===== src/rtl/rx_ipv4_if.sv =====
// IPv4 receive bundle: byte stream in from the Ethernet stage, parsed datagram out.
// slave is the parser side, master is whoever feeds bytes and consumes payload.
// Byte width follows OCT; header fields are fixed by the IPv4 format.
interface rx_ipv4_if #(
   parameter int OCT = 8
);
   logic [31:0]    ip_addr;
   logic           rx_payload_ipv4;
   logic [OCT-1:0] rx_payload;
   logic [31:0]    rx_ipv4_src;
   logic [7:0]     rx_ipv4_protocol;
   logic           rx_ipv4_payload_valid;
   logic [OCT-1:0] rx_ipv4_payload;
   logic           rx_ipv4_done;
   logic           rx_ipv4_err;

   modport master (
      output ip_addr, rx_payload_ipv4, rx_payload,
      input  rx_ipv4_src, rx_ipv4_protocol, rx_ipv4_payload_valid,
             rx_ipv4_payload, rx_ipv4_done, rx_ipv4_err
   );

   modport slave (
      input  ip_addr, rx_payload_ipv4, rx_payload,
      output rx_ipv4_src, rx_ipv4_protocol, rx_ipv4_payload_valid,
             rx_ipv4_payload, rx_ipv4_done, rx_ipv4_err
   );
endinterface


===== src/rtl/rx_ipv4.sv =====
// IPv4 receive parser: validates the header, forwards Total-Length-trimmed payload.
// Latency: payload byte out one cycle after it is sampled; done/err one cycle after the deciding cycle.
// No backpressure: the Ethernet stage streams freely, every qualified byte is consumed.
module rx_ipv4 #(
   parameter int OCT    = 8,
   parameter int IP_VER = 4
) (
   input  logic     RX_CLK,
   input  logic     rst,
   rx_ipv4_if.slave bus
);

   typedef enum logic [2:0] {IDLE, HEADER, PAYLOAD, DONE, DRAIN} state_t;

   state_t         state, state_nx;

   logic           vld;
   logic [OCT-1:0] dat;

   // header capture
   logic [5:0]     b;
   logic [3:0]     ver;
   logic [3:0]     ihl;
   logic [15:0]    total_len;
   logic [15:0]    frag;
   logic [7:0]     proto;
   logic [31:0]    src;
   logic [31:0]    dst;
   logic [20:0]    acc;
   logic [OCT-1:0] hi;
   logic [15:0]    rem;

   // registered outputs
   logic [31:0]    src_q;
   logic [7:0]     proto_q;
   logic           pay_vld_q;
   logic [OCT-1:0] pay_q;
   logic           done_q;
   logic           err_q;

   // decision path
   logic [5:0]     hdr_last;
   logic [15:0]    hdr_len;
   logic [31:0]    dst_now;
   logic [20:0]    sum_fin;
   logic [16:0]    fold1;
   logic [15:0]    fold2;
   logic           csum_ok;
   logic           hdr_end;
   logic           accept;
   logic [15:0]    rem_init;

   // FSM side outputs
   logic           pay_stb;
   logic           err_set;
   logic           done_set;

   assign vld = bus.rx_payload_ipv4;
   assign dat = bus.rx_payload;

   assign bus.rx_ipv4_src           = src_q;
   assign bus.rx_ipv4_protocol      = proto_q;
   assign bus.rx_ipv4_payload_valid = pay_vld_q;
   assign bus.rx_ipv4_payload       = pay_q;
   assign bus.rx_ipv4_done          = done_q;
   assign bus.rx_ipv4_err           = err_q;

   // Header-end decision, including the byte sampled this cycle; a bogus IHL below 5 ends at the minimum header.
   always_comb begin
      hdr_last = (ihl < 4'd5) ? 6'd19 : {ihl - 4'd1, 2'b11};
      hdr_len  = {10'd0, ihl, 2'b00};
      dst_now  = (b == 6'd19) ? {dst[23:0], dat} : dst;
      sum_fin  = acc + {5'd0, hi, dat};
      fold1    = {1'b0, sum_fin[15:0]} + {12'd0, sum_fin[20:16]};
      fold2    = fold1[15:0] + {15'd0, fold1[16]};
      csum_ok  = (fold2 == 16'hFFFF);
      hdr_end  = (state == HEADER) && vld && (b == hdr_last);
      accept   = hdr_end
               && (ver == IP_VER[3:0]) && (ihl >= 4'd5)
               && !frag[13] && (frag[12:0] == 13'd0)
               && (dst_now == bus.ip_addr)
               && (total_len >= hdr_len)
               && csum_ok;
      rem_init = total_len - hdr_len;
   end

   // State register.
   always_ff @(posedge RX_CLK) begin
      if (rst) state <= IDLE;
      else     state <= state_nx;
   end

   // Next state and per-cycle strobes; a drop of the qualifier before completion is a truncation.
   always_comb begin
      state_nx = state;
      pay_stb  = 1'b0;
      err_set  = 1'b0;
      done_set = 1'b0;
      case (state)
         IDLE: begin
            if (vld) state_nx = HEADER;
         end
         HEADER: begin
            if (!vld) begin
               err_set  = 1'b1;
               state_nx = IDLE;
            end else if (hdr_end) begin
               if (!accept) begin
                  err_set  = 1'b1;
                  state_nx = DRAIN;
               end else if (rem_init == 16'd0) begin
                  state_nx = DONE;
               end else begin
                  state_nx = PAYLOAD;
               end
            end
         end
         PAYLOAD: begin
            if (!vld) begin
               err_set  = 1'b1;
               state_nx = IDLE;
            end else begin
               pay_stb = 1'b1;
               if (rem == 16'd1) state_nx = DONE;
            end
         end
         DONE: begin
            done_set = 1'b1;
            state_nx = vld ? DRAIN : IDLE;
         end
         DRAIN: begin
            if (!vld) state_nx = IDLE;
         end
         default: state_nx = IDLE;
      endcase
   end

   // Field capture, checksum accumulation, payload countdown and output registers.
   always_ff @(posedge RX_CLK) begin
      if (rst) begin
         b         <= '0;
         ver       <= '0;
         ihl       <= '0;
         total_len <= '0;
         frag      <= '0;
         proto     <= '0;
         src       <= '0;
         dst       <= '0;
         acc       <= '0;
         hi        <= '0;
         rem       <= '0;
         src_q     <= '0;
         proto_q   <= '0;
         pay_vld_q <= 1'b0;
         pay_q     <= '0;
         done_q    <= 1'b0;
         err_q     <= 1'b0;
      end else begin
         pay_vld_q <= pay_stb;
         done_q    <= done_set;
         err_q     <= err_set;

         if (pay_stb) begin
            pay_q <= dat;
            rem   <= rem - 16'd1;
         end

         if (accept) begin
            src_q   <= src;
            proto_q <= proto;
            rem     <= rem_init;
         end

         case (state)
            IDLE: begin
               acc <= '0;
               b   <= '0;
               if (vld) begin
                  ver <= dat[7:4];
                  ihl <= dat[3:0];
                  hi  <= dat;
                  b   <= 6'd1;
               end
            end
            HEADER: begin
               if (vld) begin
                  b <= b + 6'd1;
                  // even bytes are the high half of a word, odd bytes complete it
                  if (b[0]) acc <= acc + {5'd0, hi, dat};
                  else      hi  <= dat;
                  case (b)
                     6'd2:  total_len[15:8] <= dat;
                     6'd3:  total_len[7:0]  <= dat;
                     6'd6:  frag[15:8]      <= dat;
                     6'd7:  frag[7:0]       <= dat;
                     6'd9:  proto           <= dat;
                     6'd12, 6'd13, 6'd14, 6'd15: src <= {src[23:0], dat};
                     6'd16, 6'd17, 6'd18, 6'd19: dst <= {dst[23:0], dat};
                     default: ;
                  endcase
               end
            end
            default: ;
         endcase
      end
   end

endmodule


===== src/flat_wrapper.sv =====
// flat-port wrapper written by rule: the top's interface ports become plain ports
module rx_ipv4_flat 
#(
   parameter int OCT    = 8,
   parameter int IP_VER = 4
)
  (RX_CLK, rst, bus_ip_addr, bus_rx_payload_ipv4, bus_rx_payload, bus_rx_ipv4_src, bus_rx_ipv4_protocol, bus_rx_ipv4_payload_valid, bus_rx_ipv4_payload, bus_rx_ipv4_done, bus_rx_ipv4_err);
  rx_ipv4_if #(.OCT(OCT)) bus_i ();
  input  logic RX_CLK;
  input  logic rst;
  input wire logic [$bits(bus_i.ip_addr)-1:0] bus_ip_addr;
  input wire logic [$bits(bus_i.rx_payload_ipv4)-1:0] bus_rx_payload_ipv4;
  input wire logic [$bits(bus_i.rx_payload)-1:0] bus_rx_payload;
  output wire logic [$bits(bus_i.rx_ipv4_src)-1:0] bus_rx_ipv4_src;
  output wire logic [$bits(bus_i.rx_ipv4_protocol)-1:0] bus_rx_ipv4_protocol;
  output wire logic [$bits(bus_i.rx_ipv4_payload_valid)-1:0] bus_rx_ipv4_payload_valid;
  output wire logic [$bits(bus_i.rx_ipv4_payload)-1:0] bus_rx_ipv4_payload;
  output wire logic [$bits(bus_i.rx_ipv4_done)-1:0] bus_rx_ipv4_done;
  output wire logic [$bits(bus_i.rx_ipv4_err)-1:0] bus_rx_ipv4_err;
  assign bus_i.ip_addr = bus_ip_addr;
  assign bus_i.rx_payload_ipv4 = bus_rx_payload_ipv4;
  assign bus_i.rx_payload = bus_rx_payload;
  assign bus_rx_ipv4_src = bus_i.rx_ipv4_src;
  assign bus_rx_ipv4_protocol = bus_i.rx_ipv4_protocol;
  assign bus_rx_ipv4_payload_valid = bus_i.rx_ipv4_payload_valid;
  assign bus_rx_ipv4_payload = bus_i.rx_ipv4_payload;
  assign bus_rx_ipv4_done = bus_i.rx_ipv4_done;
  assign bus_rx_ipv4_err = bus_i.rx_ipv4_err;
  rx_ipv4 #(.OCT(OCT), .IP_VER(IP_VER)) u_core (.RX_CLK(RX_CLK), .rst(rst), .bus(bus_i));
endmodule

===== config.mk =====
export PLATFORM = sky130hd
export DESIGN_NAME = rx_ipv4_flat
export DESIGN_NICKNAME = d
export VERILOG_FILES = /design/src/rtl/rx_ipv4_if.sv /design/src/rtl/rx_ipv4.sv /design/src/flat_wrapper.sv
export SDC_FILE = /design/constraint.sdc
export NUM_CORES = 1
export LEC_CHECK = 0
export BUFFER_PORTS_ARGS = -buffer_cell sky130_fd_sc_hd__buf_2
export CAP_MARGIN = 5
export CORE_ASPECT_RATIO = 1.75
export CORE_UTILIZATION = 60
export DETAILED_ROUTE_END_ITERATION = 8
export PLACE_DENSITY = 0.89
export SLEW_MARGIN = 20
export SYNTH_ARGS = -nofsm -noshare
export SYNTH_HDL_FRONTEND = slang
export SYNTH_SLANG_ARGS = --single-unit

===== constraint.sdc =====
create_clock -name RX_CLK -period 9.6 [get_ports RX_CLK]
set_input_delay 0.96 -clock RX_CLK [delete_from_list [all_inputs] [get_ports RX_CLK]]
set_output_delay 0.96 -clock RX_CLK [all_outputs]
set_load 0.02 [all_outputs]

==> impl_metrics.csv, run 1 <==
group,metric,value,unit
layout,final_cell_mix,"nand2_1, dfxtp_1, a21oi_1, nor2_1, buf_2",
worst_setup_path,path_max_fanout,54,
route,wire_per_inst,18.7,um
sta,hold_viol,0,
synth,syn_avg_cell_area,7.82,um^2
synth,syn_inst,1457,
synth,synth_compound_area_share,18.7,%
clock_network,root_buffer,"clkbuf_16",
power_and_ir_drop,leakage,4.83,nW
synth,synth_top_area_share,37.8,%
die,dieHeight,184,um
placed_design,place.gp.congestion,0.983,
die,io_pins,94,
grt,antenna_found_initial,0,
route,dr.pass1.iters,5,
worst_setup_path,slowest_delay,0.91,ns
synth,ys_warn_count,0,
synth,synth_top_family_by_area,"simple AND/OR/NAND/NOR gates",
synth,async_reset_ff_share,0,%
die,rows,66,
grt,grt_pass1_vias,10500,
sta,finalSetupTns,0,ns
grt,grt_pass1_wl,51800,um
sta,whs,0.449,ns
worst_setup_path,cp_data_arrival_time,8.51,ns
clock_network,postCtsSetupBuffers,0,
die,die_w,106,um
grt,grt_overflow,0,
placed_design,dpl_cell_area,11900,um^2
sta,finalClockSkew,0.0104,ns
synth,synth_area,11400,um^2
status,outcome,"completed",
worst_setup_path,end_kind,"flop",
grt,grt_usage,33.2,%
synth,synthesis.nets,1538,
route,routed_wl,32700,um
synth,seq_area_frac_synth,37.8,%
route,num_vias,10900,
sta,rsz0062_at_grt,"false",
sta,fin_crit_sh,84.7,%
sta,layout_min_cycle_time,8.13,ns
synth,ys_ff_latch,215,
placed_design,hpwl,22700,um
worst_setup_path,critical_path_class,"in2reg",
layout,diodes,0,
worst_setup_path,critPathSlowestCell,"a2111o_2",
sta,setup_ws,1.47,ns
placed_design,io_buffers,93,
clock_network,cts.sinks,215,
worst_setup_path,crit_required,9.98,ns
power_and_ir_drop,irDropWorstVdd,0.000172,V
sta,maxSlewViolCount,0,
placed_design,preCtsSetupSlack,1.12,ns
route,drc,0,
die,core_area,18600,um^2
synth,synth_top_cell_by_area,"dfxtp_1",
layout,syn2layout_area_growth,10.3,%
layout,layout_commonest_cell,"nand2_1",
layout,final_cell_area,12600,um^2
route,vias_per_cell,6.25,
synth,yosysUniqueCellTypes,78,
synth,synth-edff-count,0,
clock_network,clk_latency,0.51,ns
layout,nNetsFinal,1577,
sta,tightest_slew,1.12,ns
clock_network,ctsHoldBuffers,0,
synth,synth-xor-area-share,5.38,%
min_path,hold_class,"reg2reg",
synth,synth_area_leaders,"dfxtp_1, nand2_1, a21oi_1",
route,dr.first_iter.drc_count,1052,
grt,grt_max_degree,125,
power_and_ir_drop,p_per_area,154,nW/um^2
clock_network,cts_resized,0,
sta,slew_headroom,25.6,%
route,ant_nets,0,
clock_network,cts_tree,"done",
layout,drive_gt1_share,11.2,%
clock_network,clockBufferDepth,3,
power_and_ir_drop,power,1.93,mW
die,start_util,61.3,%
synth,synth_mux_area_share,3.21,%
die,die_area,19600,um^2
synth,synthAdderAreaFrac,4.37,%
sta,max_freq,123,MHz
clock_network,path_clk_slew,0.07,ns
clock_network,htree_levels,1,
synth,synthFlopType,"dfxtp_1",
synth,synth_simple_gate_area_share,25.7,%
clock_network,cts_inserted_buffers,21,
worst_setup_path,start_kind,"primary input",
worst_setup_path,crit_top_cell,"ha_1",
sta,setup_viol_count_final,0,
job,drv_cap,0,
==> synth_stat cells (4+ instances only) <==
| cell | n |
|---|---|
| a211oi_1 | 5 |
| nor3b_1 | 11 |
| clkbuf_1 | 67 |
| nand4b_1 | 4 |
| mux2i_1 | 35 |
| nand2b_1 | 11 |
| o21a_1 | 5 |
| or3_1 | 10 |
| o21ai_0 | 26 |
| buf_6 | 8 |
| a221oi_1 | 4 |
| nor3_1 | 37 |
| or4_1 | 6 |
| a21oi_1 | 189 |
| a21o_1 | 9 |
| nand3_1 | 65 |
| and3_1 | 11 |
| and2_1 | 5 |
| xnor2_1 | 38 |
| nor2b_1 | 19 |
| a211oi_2 | 9 |
| ha_1 | 35 |
| or2_2 | 4 |
| nor2_1 | 102 |
| xor2_1 | 32 |
| o211ai_1 | 7 |
| a22oi_1 | 18 |
| buf_2 | 11 |
| a21boi_0 | 5 |
| nand4_1 | 15 |
| nand2_1 | 294 |
| nand3b_1 | 5 |
| inv_1 | 40 |
| o31a_1 | 4 |
| dfxtp_1 | 215 |
| nor4_1 | 21 |
==> worst paths after layout <==
path | slack [ns] | to | startpoint | cells past startpoint
setup / recovery | 1.47 | u_core.rem[14]$_SDFFE_PP0P_ | bus_rx_payload[0] | 33
hold / removal | 0.45 | u_core.bus.rx_ipv4_src[5]$_SDFFE_PP0P_ | u_core.bus.rx_ipv4_src[5]$_SDFFE_PP0P_ | 2
setup reg to reg | 1.87 | u_core.rem[14]$_SDFFE_PP0P_ | u_core.acc[0]$_SDFFE_PP0P_ | 32
hold reg to reg | 0.45 | u_core.bus.rx_ipv4_src[5]$_SDFFE_PP0P_ | u_core.bus.rx_ipv4_src[5]$_SDFFE_PP0P_ | 2
==> layout make-up <==
type                            count  area (um^2)
Tap cell                          238          298
Inverter                           40          150
Timing Repair Buffer              105          562
Multi-Input combinational cell   1113         6540
Fill cell                        1516         6010
Clock inverter                     12          136
Clock buffer                       25          581
Sequential cell                   215         4300
==> power breakdown <==
part | total [mW] | switching [mW] | internal (mW)
sequential | 0.905 | 0.00706 | 0.898
clock | 0.859 | 0.367 | 0.492
combinational | 0.169 | 0.113 | 0.0563
total | 1.93 | 0.487 | 1.45
==> state kept, by name, indices dropped and copies added, names as in the netlist, 14 cells and up <==
signal / count
u_core.acc: 21
u_core.bus.rx_ipv4_src: 32
u_core.total_len: 16
u_core.src: 32
u_core.frag: 14
u_core.rem: 16
u_core.dst: 32
==> kinds of logic after synthesis <==
family	Yosys count
buffers and inverters	129
and+or+nand+nor	631
adders and majority gates	38
DFF	215
xor gates and xnor gates	70
muxes	36
AOI/OAI and AO/OA	338
==> metal layers <==
layer,vias to the layer above,share of wire [%],global-route usage (%)
met3,163,6.8,5.80
met1,5121,36,35.1
li1,5181,-,-
met2,454,51,59.7
met4,0,6.3,21.7
met5,-,0,0
==> worst max-delay path, delay by kind of cell <==
| kind | cells | cell delay [ns] |
|---|---|---|
| buf+inv | 3 | 0.39 |
| xor+xnor | 1 | 0.17 |
| fa+ha+maj | 6 | 1.60 |
| compound gates | 10 | 2.43 |
| simple gates | 13 | 2.94 |
==> metrics by stage <==
step                      cells  utilization (%)
after floorplan            1457                -
after global placement     1711             63.8
after detailed placement   1711             63.8
after CTS                  1748             67.7
after global routing       1748             67.7
final                      1748             67.7
No activity file was read; power rests on OpenSTA's default activity.
==> inputs of run 2 (changes only) <==
- ABC_AREA: not set -> 1
- clock period: 9.6 -> 8.2 ns (I/O delays scaled with it)
==> run 2 against run 1 <==
- routed wire length increased by 3.1%
- design area grew 0.67%
- sequential power up 18%
- worst hold slack improved by 0.0020 ns
- via count grew 6.9%
- register-to-register slack got worse by 0.63 ns
- area after synthesis is essentially flat
- critical path type unchanged
==> impl_metrics.csv, run 2 <==
group,metric,value,unit
grt,antenna_found_initial,0,
grt,grt_pass1_wl,53900,um
worst_setup_path,critPathSlowestCell,"nor2_4",
layout,syn2layout_area_growth,11.2,%
worst_setup_path,critical_path_class,"in2reg",
placed_design,place.gp.congestion,0.993,
sta,whs,0.451,ns
clock_network,cts.sinks,215,
power_and_ir_drop,clkPwrFrac,40.2,%
synth,synth_top_area_share,37.8,%
route,dr.pass1.iters,5,
route,vias_per_cell,5.77,
power_and_ir_drop,p_int,1.66,mW
die,die_w,106,um
power_and_ir_drop,sw_frac_of_total,28.1,%
grt,grt_usage,34.7,%
sta,fin_crit_sh,86.6,%
sta,hold_viol,0,
sta,layout_min_cycle_time,7.10,ns
die,core_area,18600,um^2
min_path,hold_class,"reg2reg",
worst_setup_path,crit_top_cell,"nand2_1",
sta,setup_viol_count_final,0,
synth,synth_top_cell_by_area,"dfxtp_1",
clock_network,clockBufferDepth,3,
die,die_area,19600,um^2
synth,ys_ff_latch,215,
synth,synthesis.nets,1794,
die,rows,66,
clock_network,cts_tree,"done",
layout,regArea,4300,um^2
sta,slew_headroom,29.2,%
power_and_ir_drop,p_per_area,183,nW/um^2
power_and_ir_drop,seqPwrFrac,46.3,%
clock_network,root_buffer,"clkbuf_16",
route,num_vias,11700,
placed_design,io_buffers,93,
worst_setup_path,cp_data_arrival_time,7.49,ns
grt,grt_pass1_vias,11200,
synth,ys_warn_count,0,
status,outcome,"completed",
synth,synth_common_cells,"nand2_1, a21oi_1, dfxtp_1, inv_1, o21ai_0",
synth,synth-edff-count,0,
synth,post-synth-top-count-cell,"nand2_1",
worst_setup_path,path_max_fanout,17,
worst_setup_path,end_kind,"flop",
worst_setup_path,crit_required,8.59,ns
power_and_ir_drop,leakage,5.78,nW
layout,diodes,0,
route,wire_per_inst,16.7,um
sta,rsz0062_at_grt,"false",
power_and_ir_drop,irDropWorstVdd,0.000201,V
clock_network,htree_levels,1,
layout,layout_commonest_cell,"nand2_1",
sta,finalSetupTns,0,ns
die,start_util,61.3,%
sta,finalClockSkew,0.0245,ns
layout,multi_input_area,6060,um^2
synth,seq_area_frac_synth,37.8,%
sta,tightest_slew,1.06,ns
synth,syn_avg_cell_area,6.65,um^2
clock_network,clk_latency,0.51,ns
layout,final_cell_mix,"nand2_1, a21oi_1, dfxtp_1, inv_1, o21ai_0",
layout,n_fill_cell,1627,
clock_network,path_clk_slew,0.07,ns
route,routed_wl,33700,um
synth,async_reset_ff_share,0,%
route,drc,0,
synth,synth_area,11400,um^2
job,drv_cap,0,
die,io_pins,94,
clock_network,ctsHoldBuffers,0,
power_and_ir_drop,switching_power,0.651,mW
layout,drive_gt1_share,8.80,%
placed_design,hpwl,24600,um
worst_setup_path,start_kind,"primary input",
clock_network,postCtsSetupBuffers,0,
grt,grt_overflow,0,
route,dr.first_iter.drc_count,855,
synth,synthFlopType,"dfxtp_1",
clock_network,cts_resized,0,
power_and_ir_drop,combPwrFrac,13.5,%
worst_setup_path,slowest_delay,0.41,ns
clock_network,cts_inserted_buffers,20,
synth,syn_inst,1713,
layout,nNetsFinal,1853,
die,dieHeight,184,um
synth,yosysUniqueCellTypes,39,
route,ant_nets,0,
grt,grt_max_degree,105,
synth,synth_area_leaders,"dfxtp_1, nand2_1, a21oi_1",
sta,maxSlewViolCount,0,
sta,max_freq,141,MHz
## run 2: worst max-delay path: cells and delay by family
kind,cells,cell delay [ns]
simple gates,36,4.23
xor+xnor,1,0.21
fa+ha+maj,6,1.55
buf+inv,6,0.66
## run 2: stage by stage
step | utilization (%) | area [um^2] | cells | total power, mW | setup slack [ns]
floorplan | - | 11400 | 1713 | 1.29 | 2.08
CTS | 68.0 | 12600 | 2023 | 2.31 | 1.09
global route | 68.1 | 12700 | 2023 | 2.39 | 0.159
finish | 68.1 | 12700 | 2023 | 2.31 | 1.10
global placement | 64.5 | 12000 | 1987 | 1.39 | 0.820
detailed placement | 64.6 | 12000 | 1988 | 1.40 | 0.586
## run 2: final timing paths
| path | from | to | slack, ns | depth (start not counted) |
|---|---|---|---|---|
| setup reg to reg | u_core.acc[0]$_SDFFE_PP0P_ | u_core.rem[1]$_SDFFE_PP0P_ | 1.24 | 48 |
| setup / recovery | bus_rx_payload[0] | u_core.rem[1]$_SDFFE_PP0P_ | 1.10 | 49 |
| hold / removal | u_core.dst[27]$_SDFFE_PP0P_ | u_core.dst[27]$_SDFFE_PP0P_ | 0.45 | 2 |
| hold reg to reg | u_core.dst[27]$_SDFFE_PP0P_ | u_core.dst[27]$_SDFFE_PP0P_ | 0.45 | 2 |
## run 2: cells by family (layout without fill, tap and decap cells)
group	after synthesis	after routing	share of synthesized area [%]
AO/OA/AOI/OAI	428	428	19.4
XOR/XNOR	29	29	2.23
AND/OR/NAND/NOR	728	728	26.8
buffers and inverters	275	347	9.39
adder cells (fa/ha/maj)	38	38	4.37
flip-flops	215	215	37.8
## run 2: area by class of cell
| type | count | area share [%] |
|---|---|---|
| clock buffer | 25 | 4.34 |
| clock inverter | 10 | 0.781 |
| inverter | 208 | 6.18 |
| multi-input combinational | 1223 | 47.9 |
| sequential | 215 | 34.0 |
| tap | 238 | 2.35 |
| timing repair buffer | 104 | 4.49 |
## run 2: metal layers
metal	share of wire [%]	global-route usage, %
met1	37	37.0
met2	51	63.3
met3	5.4	3.68
met4	7.4	24.0
met5	0	0
## run 2: power by group through the flow
stage	Clock [mW]	Combinational [mW]	Sequential, mW
floorplan	0	0.204	1.09
global placement	0	0.298	1.09
detailed placement	0	0.304	1.09
CTS	0.932	0.307	1.07
global route	0.973	0.345	1.07
finish	0.929	0.313	1.07
==> inputs of run 3 (changes only) <==
- ABC_AREA: 1 -> not set
- REMOVE_ABC_BUFFERS: not set -> 1
==> run 3 against run 2 <==
- die area is essentially flat
- worst hold slack about the same
- routed wire length decreased by 2.6%
- worst setup slack lost 0.44 ns
- count of clock-buffer cells in the layout rose by 3
- clock skew down 0.0078 ns
- maximum frequency decreased by 5.9%
- via count fell by 5.5%
- critical endpoint is now u_core.bus.rx_ipv4_src[30]$_SDFFE_PP0P_
- largest power group unchanged
- highest routed layer unchanged
==> impl_metrics.csv, run 3 (same netlist as run 1, synthesis figures left out) <==
group,metric,value,unit
status,outcome,"completed",
job,drv_cap,0,
worst_setup_path,r2r_setup_slack,0.90,ns
grt,grt_pass1_wl,52300,um
die,die_w,106,um
placed_design,io_buffers,93,
grt,grt_usage,33.5,%
clock_network,htree_levels,1,
layout,final_cells,1760,
sta,finalSetupTns,0,ns
layout,drive_gt1_share,11.6,%
placed_design,preCtsSetupSlack,0.351,ns
clock_network,ctsHoldBuffers,0,
sta,rsz0062_at_grt,"false",
power_and_ir_drop,p_per_area,176,nW/um^2
min_path,hold_class,"reg2reg",
power_and_ir_drop,combPwrFrac,9.2,%
placed_design,dp_cells,1724,
sta,setup_viol_count_final,0,
route,vias_per_cell,6.27,
layout,final_cell_mix,"nand2_1, dfxtp_1, a21oi_1, nor2_1, buf_2",
sta,maxSlewViolCount,0,
route,routed_wl,32800,um
worst_setup_path,end_kind,"flop",
route,dr.pass1.iters,6,
grt,use_met2,58.0,%
die,dieHeight,184,um
die,io_pins,94,
die,start_util,61.3,%
clock_network,cts_resized,0,
sta,layout_min_cycle_time,7.54,ns
grt,antenna_found_initial,0,
route,wire_per_inst,18.6,um
worst_setup_path,path_max_fanout,22,
die,die_area,19600,um^2
worst_setup_path,crit_required,8.55,ns
die,rows,66,
clock_network,cts.sinks,215,
grt,grt.busiest_layer,"met2",
power_and_ir_drop,seqPwrFrac,47.7,%
clock_network,cts_tree,"done",
grt,grt_pass1_vias,10700,
route,dr.first_iter.drc_count,833,
sta,hold_viol,0,
power_and_ir_drop,p_int,1.67,mW
clock_network,path_clk_slew,0.07,ns
layout,nNetsFinal,1589,
worst_setup_path,slowest_delay,0.67,ns
sta,finalClockSkew,0.0167,ns
layout,layout_commonest_cell,"nand2_1",
power_and_ir_drop,clkPwrFrac,43.1,%
placed_design,dpl_cell_area,12000,um^2
grt,met3_usage,5.09,%
power_and_ir_drop,switching_power,0.552,mW
route,num_vias,11000,
sta,max_freq,133,MHz
layout,syn2layout_area_growth,10.9,%
clock_network,cts_inserted_buffers,20,
clock_network,postCtsSetupBuffers,0,
sta,tightest_slew,1.01,ns
power_and_ir_drop,sw_frac_of_total,24.9,%
grt,use_met1,34.5,%
worst_setup_path,critPathSlowestCell,"a2111o_2",
grt,grt_max_degree,99,
layout,diodes,0,
sta,fin_crit_sh,92.0,%
worst_setup_path,critical_path_class,"in2reg",
power_and_ir_drop,leakage,4.87,nW
layout,final_cell_area,12600,um^2
power_and_ir_drop,power,2.22,mW
clock_network,clockBufferDepth,3,
clock_network,root_buffer,"clkbuf_16",
power_and_ir_drop,irDropWorstVdd,0.000182,V
sta,setup_ws,0.658,ns
grt,grt_overflow,0,
placed_design,hpwl,23200,um
route,ant_nets,0,
sta,slew_headroom,32.3,%
placed_design,place.gp.congestion,0.995,
route,drc,0,
clock_network,clk_latency,0.51,ns
die,core_area,18600,um^2
worst_setup_path,cp_data_arrival_time,7.89,ns
worst_setup_path,start_kind,"primary input",
-- run 3: cell count changes in the layout (fill, tap and decap cells not counted), sizes merged, moves of 19 or more --
cell   previous run  this run
inv             204        40
o21ai           190        29
nand2           422       295
nor2            152       102
mux2i             0        35
a21oi           215       189
xnor2            12        38
nor3             16        38
nor2b             0        19
-- run 3: cell type report --
type | instances | area (um^2)
Clock buffer | 28 | 562
Clock inverter | 8 | 108
Fill cell | 1554 | 5940
Inverter | 40 | 150
Multi-Input combinational cell | 1113 | 6550
Sequential cell | 215 | 4300
Tap cell | 238 | 298
Timing Repair Buffer | 118 | 672
-- run 3: power groups by stage --
stage / Combinational, mW / Clock, mW / Sequential (mW)
CTS: 0.199 / 0.961 / 1.06
floorplan: 0.110 / 0 / 1.08
global route: 0.218 / 1.00 / 1.06
finish: 0.204 / 0.956 / 1.06
detailed placement: 0.197 / 0 / 1.08
global placement: 0.194 / 0 / 1.08
-- run 3: path summary, 6_finish.rpt --
| kind | depth (start not counted) | endpoint | start |
|---|---|---|---|
| max | 34 | u_core.bus.rx_ipv4_src[30]$_SDFFE_PP0P_ | bus_rx_payload[1] |
| min | 2 | u_core.bus.rx_ipv4_src[18]$_SDFFE_PP0P_ | u_core.bus.rx_ipv4_src[18]$_SDFFE_PP0P_ |
| max reg2reg | 34 | u_core.bus.rx_ipv4_src[30]$_SDFFE_PP0P_ | u_core.acc[0]$_SDFFE_PP0P_ |
| min reg2reg | 2 | u_core.bus.rx_ipv4_src[18]$_SDFFE_PP0P_ | u_core.bus.rx_ipv4_src[18]$_SDFFE_PP0P_ |
-- run 3: critical path, delay by kind of cell --
kind | cells | cell delay (ns)
simple gates | 12 | 2.12
compound gates | 10 | 1.98
fa+ha+maj | 5 | 1.51
buf+inv | 5 | 0.96
xor+xnor | 2 | 0.46
-- run 3: routing by layer --
layer,vias up,share of wire (%)
met4,0,10
li1,5204,-
met3,194,5.9
met5,-,0
met2,479,49
met1,5153,35
-- run 3: metrics by stage --
step	hold slack, ns	util [%]
CTS	0.451	68.0
global placement	0.435	64.4
global route	0.472	68.0
finish	0.451	68.0
floorplan	0.426	-
detailed placement	0.441	64.4
